--- config.mk ---
export PLATFORM = sky130hd
export DESIGN_NAME = layer_controller
export DESIGN_NICKNAME = d
export VERILOG_FILES = /design/src/rtl/layer_controller.sv
export SDC_FILE = /design/constraint.sdc
export NUM_CORES = 1
export LEC_CHECK = 0
export BUFFER_PORTS_ARGS = -buffer_cell sky130_fd_sc_hd__buf_4
export CORE_MARGIN = 8
export CORE_UTILIZATION = 50
export CTS_BUF_LIST = sky130_fd_sc_hd__clkbuf_8
export DETAILED_ROUTE_END_ITERATION = 12
export PLACE_DENSITY = 0.83
export SLEW_MARGIN = 20
export SYNTH_ARGS = -nofsm -noshare
export SYNTH_HDL_FRONTEND = slang
export SYNTH_SLANG_ARGS = --single-unit
--- constraint.sdc ---
create_clock -name clk -period 6.1 [get_ports clk]
set_input_delay 1.22 -clock clk [delete_from_list [all_inputs] [get_ports clk]]
set_output_delay 1.22 -clock clk [all_outputs]
set_load 0.01 [all_outputs]
--- src/rtl/layer_controller.sv ---
// rtl/layer_controller.sv - MAC command sequencer for one fully connected MLP layer.
// Walks outputs j and inputs i, one registered MAC/write command per cycle.
module layer_controller (
    input  logic        clk,
    input  logic        reset,
    input  logic        start,
    input  logic [11:0] num_inputs,
    input  logic [11:0] num_outputs,
    input  logic [11:0] in_base,
    input  logic [11:0] out_base,
    input  logic [15:0] weight_base,
    output logic        busy,
    output logic        done,
    output logic [11:0] neuron_addr,
    output logic [15:0] weight_addr,
    output logic        reset_mult_acc,
    output logic [11:0] out_neuron_addr,
    output logic        write_neuron
);

    typedef enum logic [1:0] {
        IDLE  = 2'd0,
        ACC   = 2'd1,
        WRITE = 2'd2,
        DONE  = 2'd3
    } state_t;

    state_t      state_q, state_d;
    logic [11:0] i_q, i_d;
    logic [11:0] j_q, j_d;
    logic [11:0] n_q, n_d;
    logic [11:0] m_q, m_d;
    logic [11:0] in_base_q, in_base_d;
    logic [11:0] out_base_q, out_base_d;
    logic [15:0] wptr_q, wptr_d;
    logic [11:0] neuron_addr_q, neuron_addr_d;
    logic [11:0] out_addr_q, out_addr_d;
    logic        rst_acc_q, rst_acc_d;
    logic        write_q, write_d;
    logic        done_q, done_d;
    logic        busy_q, busy_d;

    always_ff @(posedge clk) begin
        if (reset) begin
            state_q       <= IDLE;
            i_q           <= '0;
            j_q           <= '0;
            n_q           <= '0;
            m_q           <= '0;
            in_base_q     <= '0;
            out_base_q    <= '0;
            wptr_q        <= '0;
            neuron_addr_q <= '0;
            out_addr_q    <= '0;
            rst_acc_q     <= 1'b0;
            write_q       <= 1'b0;
            done_q        <= 1'b0;
            busy_q        <= 1'b0;
        end else begin
            state_q       <= state_d;
            i_q           <= i_d;
            j_q           <= j_d;
            n_q           <= n_d;
            m_q           <= m_d;
            in_base_q     <= in_base_d;
            out_base_q    <= out_base_d;
            wptr_q        <= wptr_d;
            neuron_addr_q <= neuron_addr_d;
            out_addr_q    <= out_addr_d;
            rst_acc_q     <= rst_acc_d;
            write_q       <= write_d;
            done_q        <= done_d;
            busy_q        <= busy_d;
        end
    end

    // Registers hold the command being presented this cycle; the next-state
    // logic computes the following command so every output stays registered.
    always_comb begin
        state_d       = state_q;
        i_d           = i_q;
        j_d           = j_q;
        n_d           = n_q;
        m_d           = m_q;
        in_base_d     = in_base_q;
        out_base_d    = out_base_q;
        wptr_d        = wptr_q;
        neuron_addr_d = neuron_addr_q;
        out_addr_d    = out_addr_q;
        rst_acc_d     = 1'b0;
        write_d       = 1'b0;
        done_d        = 1'b0;

        unique case (state_q)
            IDLE: begin
                if (start) begin
                    n_d        = num_inputs;
                    m_d        = num_outputs;
                    in_base_d  = in_base;
                    out_base_d = out_base;
                    i_d        = '0;
                    j_d        = '0;
                    if (num_inputs == 12'd0 || num_outputs == 12'd0) begin
                        // done_q stays low so DONE spends one extra cycle
                        state_d = DONE;
                    end else begin
                        state_d       = ACC;
                        wptr_d        = weight_base;
                        neuron_addr_d = in_base;
                        rst_acc_d     = 1'b1;
                    end
                end
            end
            ACC: begin
                if (i_q == n_q - 12'd1) begin
                    state_d    = WRITE;
                    write_d    = 1'b1;
                    out_addr_d = out_base_q + j_q;
                end else begin
                    i_d           = i_q + 12'd1;
                    neuron_addr_d = in_base_q + i_q + 12'd1;
                    wptr_d        = wptr_q + 16'd1;
                end
            end
            WRITE: begin
                if (j_q == m_q - 12'd1) begin
                    state_d = DONE;
                    done_d  = 1'b1;
                end else begin
                    state_d       = ACC;
                    j_d           = j_q + 12'd1;
                    i_d           = '0;
                    neuron_addr_d = in_base_q;
                    wptr_d        = wptr_q + 16'd1;
                    rst_acc_d     = 1'b1;
                end
            end
            DONE: begin
                if (done_q) begin
                    state_d = IDLE;
                end else begin
                    done_d = 1'b1;
                end
            end
            default: state_d = IDLE;
        endcase

        busy_d = (state_d != IDLE);
    end

    assign busy            = busy_q;
    assign done            = done_q;
    assign neuron_addr     = neuron_addr_q;
    assign weight_addr     = wptr_q;
    assign reset_mult_acc  = rst_acc_q;
    assign out_neuron_addr = out_addr_q;
    assign write_neuron    = write_q;

endmodule

; ---- After elaboration in Yosys (flattened, before gate mapping)
; Index checks and enable logic that the tools add are counted.
[totals]
ff_bits = 118
inputBits = 67
out_inout_bits = 44
elab_cells = 75
[op_classes]
add_sub_neg = 8
eq_ne = 9
mux = 30
n_bitwise = 1
n_reduce_logical = 13
[op_table]
columns = op, count
row1 = $mux W12, 8
row2 = $pmux W12 S3, 2
row3 = $mux W16, 4
row4 = $pmux W16 S3, 1
row5 = $add A12 B1 Y12 const B, 3
row6 = $add A12 B12 Y12, 2
row7 = $eq A12 B12 Y1, 2
row8 = $logic_not A12 Y1, 2
row9 = $pmux W12 S2, 1
row10 = $sub A12 B1 Y12 const B, 2
row11 = $add A16 B1 Y16 const B, 1
row12 = $mux W2, 5
row13 = $ne A2 B2 Y1 const B, 4
row14 = $pmux W2 S4, 1
row15 = $mux W1, 6
row16 = $reduce_and A5 Y1, 1
row17 = $eq A2 B2 Y1 const B, 2
row18 = $pmux W1 S2, 2
row19 = $reduce_and A2 Y1, 2
row20 = $reduce_and A4 Y1, 1
row21 = $reduce_bool A2 Y1, 2
row22 = $reduce_and A3 Y1, 1
row23 = $reduce_bool A3 Y1, 1
row24 = $eq A2 B1 Y1 const B, 1
row25 = other kinds (4), 4

; ---- Longest topological paths before layout
; Gate-level depths: netlist of run 1.
[logic_depth]
ltp_word = 6
mapped_depth = 12
mapped_depth_nobuf = 11

; ---- Least setup slack after synthesis of run 1
; OpenSTA, ideal clock, no wires.
[synth_timing]
path_kind = reg-to-reg
from = register n_q[0]
to = register out_addr_q[8] (netlist: out_neuron_addr[8])
setup_time_ps = 70
arrival_time_ps = 2770
required_ps = 6030
setup_slack_ps = 3259
path_stages_with_launch = 12
path_buffers = 1
period_less_slack_ps = 2841
path_cell_list = dfxtp_1 -> inv_1 -> ha_1 -> nor3b_1 -> nand4_1 -> a211oi_2 -> o211ai_1 -> or3_1 -> buf_2 -> or2_1 -> or3_1 -> a21oi_1
[synth_between]
elab_chain_cells = 3
[synth_lines]
columns = item, line
row1 = start: declaration, 31  ; logic [11:0] n_q, n_d;
row2 = start signal: assignment, 63  ; n_q <= n_d;
row3 = $sub A12 B1 Y12, 115  ; if (i_q == n_q - 12'd1) begin
row4 = $eq A12 B12 Y1, 115
row5 = $reduce_and A2 Y1 (no source line), --
row6 = end signal: assignment, 69  ; out_addr_q <= out_addr_d;
row7 = end: declaration, 37  ; logic [11:0] out_addr_q, out_addr_d;
; No other way between the ends.
; A chain may end at the register's enable or synchronous reset.

; ---- Final worst setup path of run 1
[layout_timing]
from = register m_q[0]
to = register neuron_addr_q[10] (netlist: neuron_addr[10])
[layout_between]
elab_chain_cells = 4
[layout_lines]
columns = item, line
row1 = start: declaration, 32  ; logic [11:0] m_q, m_d;
row2 = start signal: assignment, 64  ; m_q <= m_d;
row3 = $sub A12 B1 Y12, 126  ; if (j_q == m_q - 12'd1) begin
row4 = $eq A12 B12 Y1, 126
row5 = $ne A2 B2 Y1 (no source line), --
row6 = $reduce_and A5 Y1 (no source line), --
row7 = end signal: assignment, 68  ; neuron_addr_q <= neuron_addr_d;
row8 = end: declaration, 36  ; logic [11:0] neuron_addr_q, neuron_addr_d;
; No other way between the ends.

==> impl_results.md, run 1 <==
* Result of the run: completed
* CP Capture Type: register
* RSZ-0062 raised after global routing: false
* Multiplexer share of the synthesized area at between 1 and 1.5%
* Die Span Y at 134 um
* H-tree depth at 4
* DRT Pass-1 Iters at 5
* Cell Pwr Density at roughly 420 nW/um2
* DR iter-0 viols at 560
* Psw at ~1400 uW
* Main combinational cell family by area after synthesis: simple AND/OR/NAND/NOR gates
* Synth area leaders: dfxtp_1, nand2_1, a21oi_1
* Setup TNS at 0 ps
* Synth Area in Simple Gates at between 20 and 30%
* HP Class: register to register
* Worst skew pair latency at about 450 ps
* Core box area at between 10000 and 15000 um2
* Crit path time final at between 3000 and 4000 ps
* Worst-margin pin slew at 1070 ps
* Share of cells above drive strength 1 at 16.5%
* Share of the synthesized area in the top cell type at between 30% and 40%
* Fmax at approximately 270 MHz
* Sw Share at a little over 40%
* Most frequent cell after synthesis: nand2_1
* Most used flip-flop cell after synthesis: dfxtp_1
* I/O pin cnt at around 110
* Maxcap violations at 0
* Post-Syn Area at between 6000 and 7000 um2
* Final GP Congestion at 0.902
* Antenna violations before repair at 0
* Hold Buf Count CTS at 0
* Kind of critical path: register to register
* Hold_ws at roughly 460 ps
* Area Growth Syn to Fin at 20.0%
* Final nets at 1096
* # setup viols final at 0
* Distinct cells, synth at 74
* CTS clk-pin slew, worst paths at approximately 70 ps
* Worst EP required at approximately 6500 ps
* Worst IR Drop VDD at roughly 0.00027 V
* N_diodes at 0
* Sequential share of power at 31.5%
* Clock root buffer: clkbuf_8
* Period utilization at 60.8%
* Most frequent cells after synthesis: nand2_1, dfxtp_1, a21oi_1
* Max-slew violation count at 0
* Total Wirelength at 19900 um
* Setup slack, reg-to-reg at roughly 2400 ps
* Leakage Power at ~0.0033 uW
* CTS tree: yes
* P_int at between 2000 and 2500 uW
* Cts bufs inserted at 17
* Number of flops mapped to enable cells by yosys at 0
* Clock share of power at between 20% and 30%
* Core Rows at 43
* Seq/Total Area, Yosys at 34.0%
* Largest net degree at the start of global routing at between 90 and 100
* Synth async-reset ratio at 0%
* Vias at 6994
* # port buffers at 110
* Mean post-synth cell area at about 7.7 um2
* Yosys warns at 0
* # Post-CTS Setup Buffers at 0
* Area leader, netlist: dfxtp_1
* Starting Density at 50.7%
* GRT Total Usage at 22.0%
* Routed Antenna Nets at 0
* Compound-cell area share of the yosys netlist at between 20% and 30%
* #FFs+latches synth at 118
* Final hold viol count at 0
* Vias in the first global route at 6654
* Combinational fraction of design power at 44.7%
* Worst EP arrival at around 4100 ps
* Synth Area in Adders at about 6.2%
* Startpoint types: register
* Max clock buf depth at 2
* DP HPWL at 14100 um
* Post-Syn Instances at 906
* Max Fanout on Critical Path at 31
* Skew final at around 9.4 ps
* Via density at ~5.9
* Synth Area in XOR/XNOR at under 10%
* Total gr overflow at 0
* Synthesized Nets at between 1k and 1.5k
* Worst slew margin relative to its limit at 28.5%
* Die area at around 18000 um2
* First-pass GRT wire length at 32600 um
* Sink Count at roughly 120
* Die width at roughly 130 um
* Post-CTS resize count at 0
* Number of remaining DRC errors at 0
* Routed length per instance at approximately 17 um
[stage by stage]
step	total power (uW)	instance area [um2]	std cells	setup slack, ps	utilization [%]
after floorplan	2170	6950	906	3260	-
after global placement	2630	7890	1157	2560	57.5
after detailed placement	2660	7890	1157	2450	57.5
after CTS	3490	8340	1188	2430	60.8
after global routing	3730	8340	1188	2090	60.8
final	3500	8340	1188	2390	60.8
[state kept, by name (all words and copies together) (netlist names)]
| register | cells |
|---|---|
| neuron_addr | 12 |
| write_neuron | 1 |
| weight_addr | 16 |
| state_q | 2 |
| m_q | 12 |
| busy | 1 |
| done | 1 |
| n_q | 12 |
| in_base_q | 12 |
| j_q | 12 |
| i_q | 12 |
| out_base_q | 12 |
| out_neuron_addr | 12 |
| reset_mult_acc | 1 |
[cells by family (layout without fill, tap and decap cells)]
group | count (synthesis) | after routing
AND/OR/NAND/NOR | 375 | 375
buffers and inverters | 77 | 179
XOR/XNOR | 46 | 46
AO/OA/AOI/OAI | 250 | 250
flip-flops | 118 | 118
adder cells (fa/ha/maj) | 33 | 33
multiplexers | 7 | 7
[final cells by class]
cell class	count	area (um2)
fill	1243	5380
multi-input combinational	711	4300
sequential	118	2360
timing repair buffer	118	886
clock buffer	20	275
tap	180	225
clock inverter	11	179
inverter	30	113
[layer usage]
layer	up-vias	GRT usage (%)	wire [um]
met5	-	0	0
met4	0	7.67	362
met3	32	7.14	1610
met2	264	34.5	8900
met1	3264	27.9	9060
li1	3434	-	-
[worst max-delay path: stages, from the launching register on]
cell and delay [ps]:
dfxtp_1 350, inv_1 70, ha_1 270, nor3b_1 520, a211o_1 210, o211ai_1 90
o221ai_1 320, nor3_2 90, buf_4 210, or3_1 800, or3_1 520, a21oi_1 160
[placed cells by master (no fill, tap or decap), types with 4 or more instances in the layout]
cell         n
nand2_1    162
dfxtp_1    118
buf_4      118
a21oi_1    114
nor2_1      66
xnor2_1     34
ha_1        31
o21ai_0     30
inv_1       29
nor3_1      25
nand3_1     21
clkbuf_8    20
and3_1      18
or3_1       15
xor2_1      12
nor4_1      12
nor2b_1     11
nand4_1     10
o211ai_1     9
a211oi_1     8
o31ai_1      7
o21a_1       7
nand2b_1     7
a21o_1       7
a22o_1       7
mux2i_1      6
a211o_1      6
a221oi_1     6
bufinv_16    5
clkinv_2     5
or4_1        4
a221o_1      4
o221ai_1     4
[worst paths after layout]
path,endpoint,startpoint,depth (start not counted)
max reg2reg,neuron_addr[10]$_SDFFE_PP0P_,m_q[0]$_SDFFE_PP0P_,11
min,out_neuron_addr[3]$_SDFFE_PP0P_,out_neuron_addr[3]$_SDFFE_PP0P_,2
min reg2reg,out_neuron_addr[3]$_SDFFE_PP0P_,out_neuron_addr[3]$_SDFFE_PP0P_,2
max,neuron_addr[10]$_SDFFE_PP0P_,m_q[0]$_SDFFE_PP0P_,11
[power groups by stage]
stage | Clock, uW | Sequential, uW | Combinational, uW
after floorplan | 0 | 1110 | 1060
final | 831 | 1100 | 1560
after global routing | 873 | 1130 | 1730
after CTS | 833 | 1100 | 1560
after detailed placement | 0 | 1110 | 1550
after global placement | 0 | 1110 | 1520
Power figures use the tool's default switching activity.
==> run 2, diff against run 1 <==
- PLACE_DENSITY: 0.83 -> 0.86
- clock period: 6.1 -> 3.2 ns (I/O delays scaled with it)
==> run 2 against run 1 <==
Power rose by 89%. Core utilization rose by 0.77 points. Flip-flop and latch count did not move. Sequential power rose by 91%. Combinational power rose by 100%. Critical path depth rose by 1. Via count rose by 2.0%. Design area rose by 1.3%.
==> impl_results.md, run 2 (synthesized netlist as in run 1, its figures left out) <==
* Result of the run: completed
* Maxcap violations at 0 (unchanged)
* DP HPWL at 15000 um (+6.5%)
* Die width at 134 um (unchanged)
* Worst skew pair latency at 450 ps (about the same)
* Kind of critical path: register to register
* Critical Path, Cell by Cell: inv_1 -> ha_1 -> nor3b_1 -> buf_4 -> a21o_1 -> a211oi_1 -> o221ai_2 -> nor3_2 -> or3_1 -> buf_4 -> or3_1 -> a21oi_1
* Commonest non-fill, non-tap cell in the layout: nand2_1
* Commonest non-fill, non-tap cells in the layout: nand2_1, buf_4, dfxtp_1, a21oi_1, nor2_1
* Total Wirelength at 20600 um (+3.2%)
* Final nets at 1113 (+1.6%)
* First-pass GRT wire length at 33600 um (+3.1%)
* N_diodes at 0 (unchanged)
* # setup viols final at 0 (unchanged)
* Worst EP arrival at 3290 ps (-790 ps)
* Area Growth Syn to Fin at 21.5%
* Worst slew margin relative to its limit at 45.1% (+17 points)
* DR iter-0 viols at 544 (-2.9%)
* Vias in the first global route at 6794 (+2.1%)
* Crit path time final at 2990 ps (-722 ps)
* Routed Antenna Nets at 0 (unchanged)
* Share of cells above drive strength 1 at 18.2% (+1.8 points)
* Fmax at 335 MHz (+24%)
* Cts bufs inserted at 17 (unchanged)
* Starting Density at 50.7% (unchanged)
* Routed length per instance at 17.0 um (+1.6%)
* Setup TNS at 0 ps (unchanged)
* # port buffers at 110 (unchanged)
* Largest net degree at the start of global routing at 50 (-46%)
* Via density at 5.91 (+0.45%)
* CTS tree: yes
* Number of remaining DRC errors at 0 (unchanged)
* Core box area at 13700 um2 (unchanged)
* Startpoint types: register
* Die area at 17900 um2 (unchanged)
* GRT Total Usage at 22.8% (+0.76 points)
* Worst reg-to-reg path cell count at 12 (+1)
* H-tree depth at 4 (unchanged)
* Worst EP required at 3500 ps (-2970 ps)
* Period utilization at 93.4% (+33 points)
* Vias at 7132 (+2.0%)
* CTS clk-pin slew, worst paths at 80 ps (about the same)
* CP Capture Type: register
* DRT Pass-1 Iters at 5 (unchanged)
* Antenna violations before repair at 0 (unchanged)
* Max reg flops at 16 (unchanged)
* Sink Count at 118 (unchanged)
* Final hold viol count at 0 (unchanged)
* Worst-margin pin slew at 823 ps (-249 ps)
* # Post-CTS Setup Buffers at 0 (unchanged)
* Final GP Congestion at 0.880 (-2.4%)
* Hold_ws at 441 ps (-14.0 ps)
* I/O pin cnt at 111 (unchanged)
* Max clock buf depth at 2 (unchanged)
* Leakage Power at 0.00340 uW (+1.6%)
* CP max stage cell: nor3_2
* Skew final at 12.5 ps (+3.09 ps)
* Pwr Total at 6600 uW (+89%)
* Core Rows at 43 (unchanged)
* Max Fanout on Critical Path at 9 (-71%)
* Die Span Y at 134 um (unchanged)
* Max-slew violation count at 0 (unchanged)
* Critical path's largest stage delay at 480 ps (-320 ps)
* Clock root buffer: clkbuf_8
* Worst IR Drop VDD at 0.000462 V (+69%)
* WHS Path Cells at 3 (+1)
* Total gr overflow at 0 (unchanged)
* HP Class: input port to register
* Cell Pwr Density at 781 nW/um2 (+86%)
run 2: where the power goes:
group / switching (uW) / total [uW] / internal [uW] / leakage, uW
Sequential: 319 / 2100 / 1780 / 0.000963
Clock: 660 / 1350 / 693 / 0.000196
Combinational: 1850 / 3150 / 1300 / 0.00224
run 2: layer usage:
metal | track usage (%) | up-vias | share of wire, %
li1 | - | 3470 | -
met1 | 28.5 | 3302 | 44
met2 | 36.1 | 318 | 45
met3 | 6.84 | 42 | 8.9
met4 | 8.86 | 0 | 2.2
met5 | 0 | - | 0
run 2: path summary, 6_finish.rpt:
kind / slack, ps / endpoint / from
worst min register to register: 460 / neuron_addr[3]$_SDFFE_PP0P_ / neuron_addr[3]$_SDFFE_PP0P_
worst max register to register: 210 / i_q[4]$_SDFFE_PP0P_ / m_q[0]$_SDFFE_PP0P_
worst min-delay path: 440 / out_base_q[10]$_SDFFE_PP0P_ / out_base[10]
worst max-delay path: 210 / i_q[4]$_SDFFE_PP0P_ / m_q[0]$_SDFFE_PP0P_
run 2: final cells by class:
class                           count  area [um2]
Clock buffer                       17         234
Clock inverter                     15         156
Timing Repair Buffer              135        1040
Fill cell                        1210        5270
Sequential cell                   118        2360
Inverter                           30         113
Tap cell                          180         225
Multi-Input combinational cell    711        4320
run 2: stage by stage:
| stage | area [um2] | utilization [%] | setup slack [ps] | cells |
|---|---|---|---|---|
| after CTS | 8430 | 61.5 | 141 | 1206 |
| after global routing | 8450 | 61.6 | -1.13 | 1206 |
| after detailed placement | 8040 | 58.6 | 175 | 1174 |
| after global placement | 8040 | 58.6 | 262 | 1174 |
| after floorplan | 6950 | - | 359 | 906 |
| final | 8450 | 61.6 | 211 | 1206 |
run 2: repair_timing:
action                                  in CTS  in global routing
hold buffers                                 0                  0
endpoints found under the setup margin       0                 40
gates resized for setup                      0                  2
hold endpoints to repair                     0                  0
run 2: worst max-delay path, delay by kind of cell (launching register included):
kind                       cells  cell delay (ps)
and+or+nand+nor                4             1090
adders and majority gates      1              270
buffers and inverters          3              410
AOI/OAI and AO/OA              4              660
DFF                            1              410
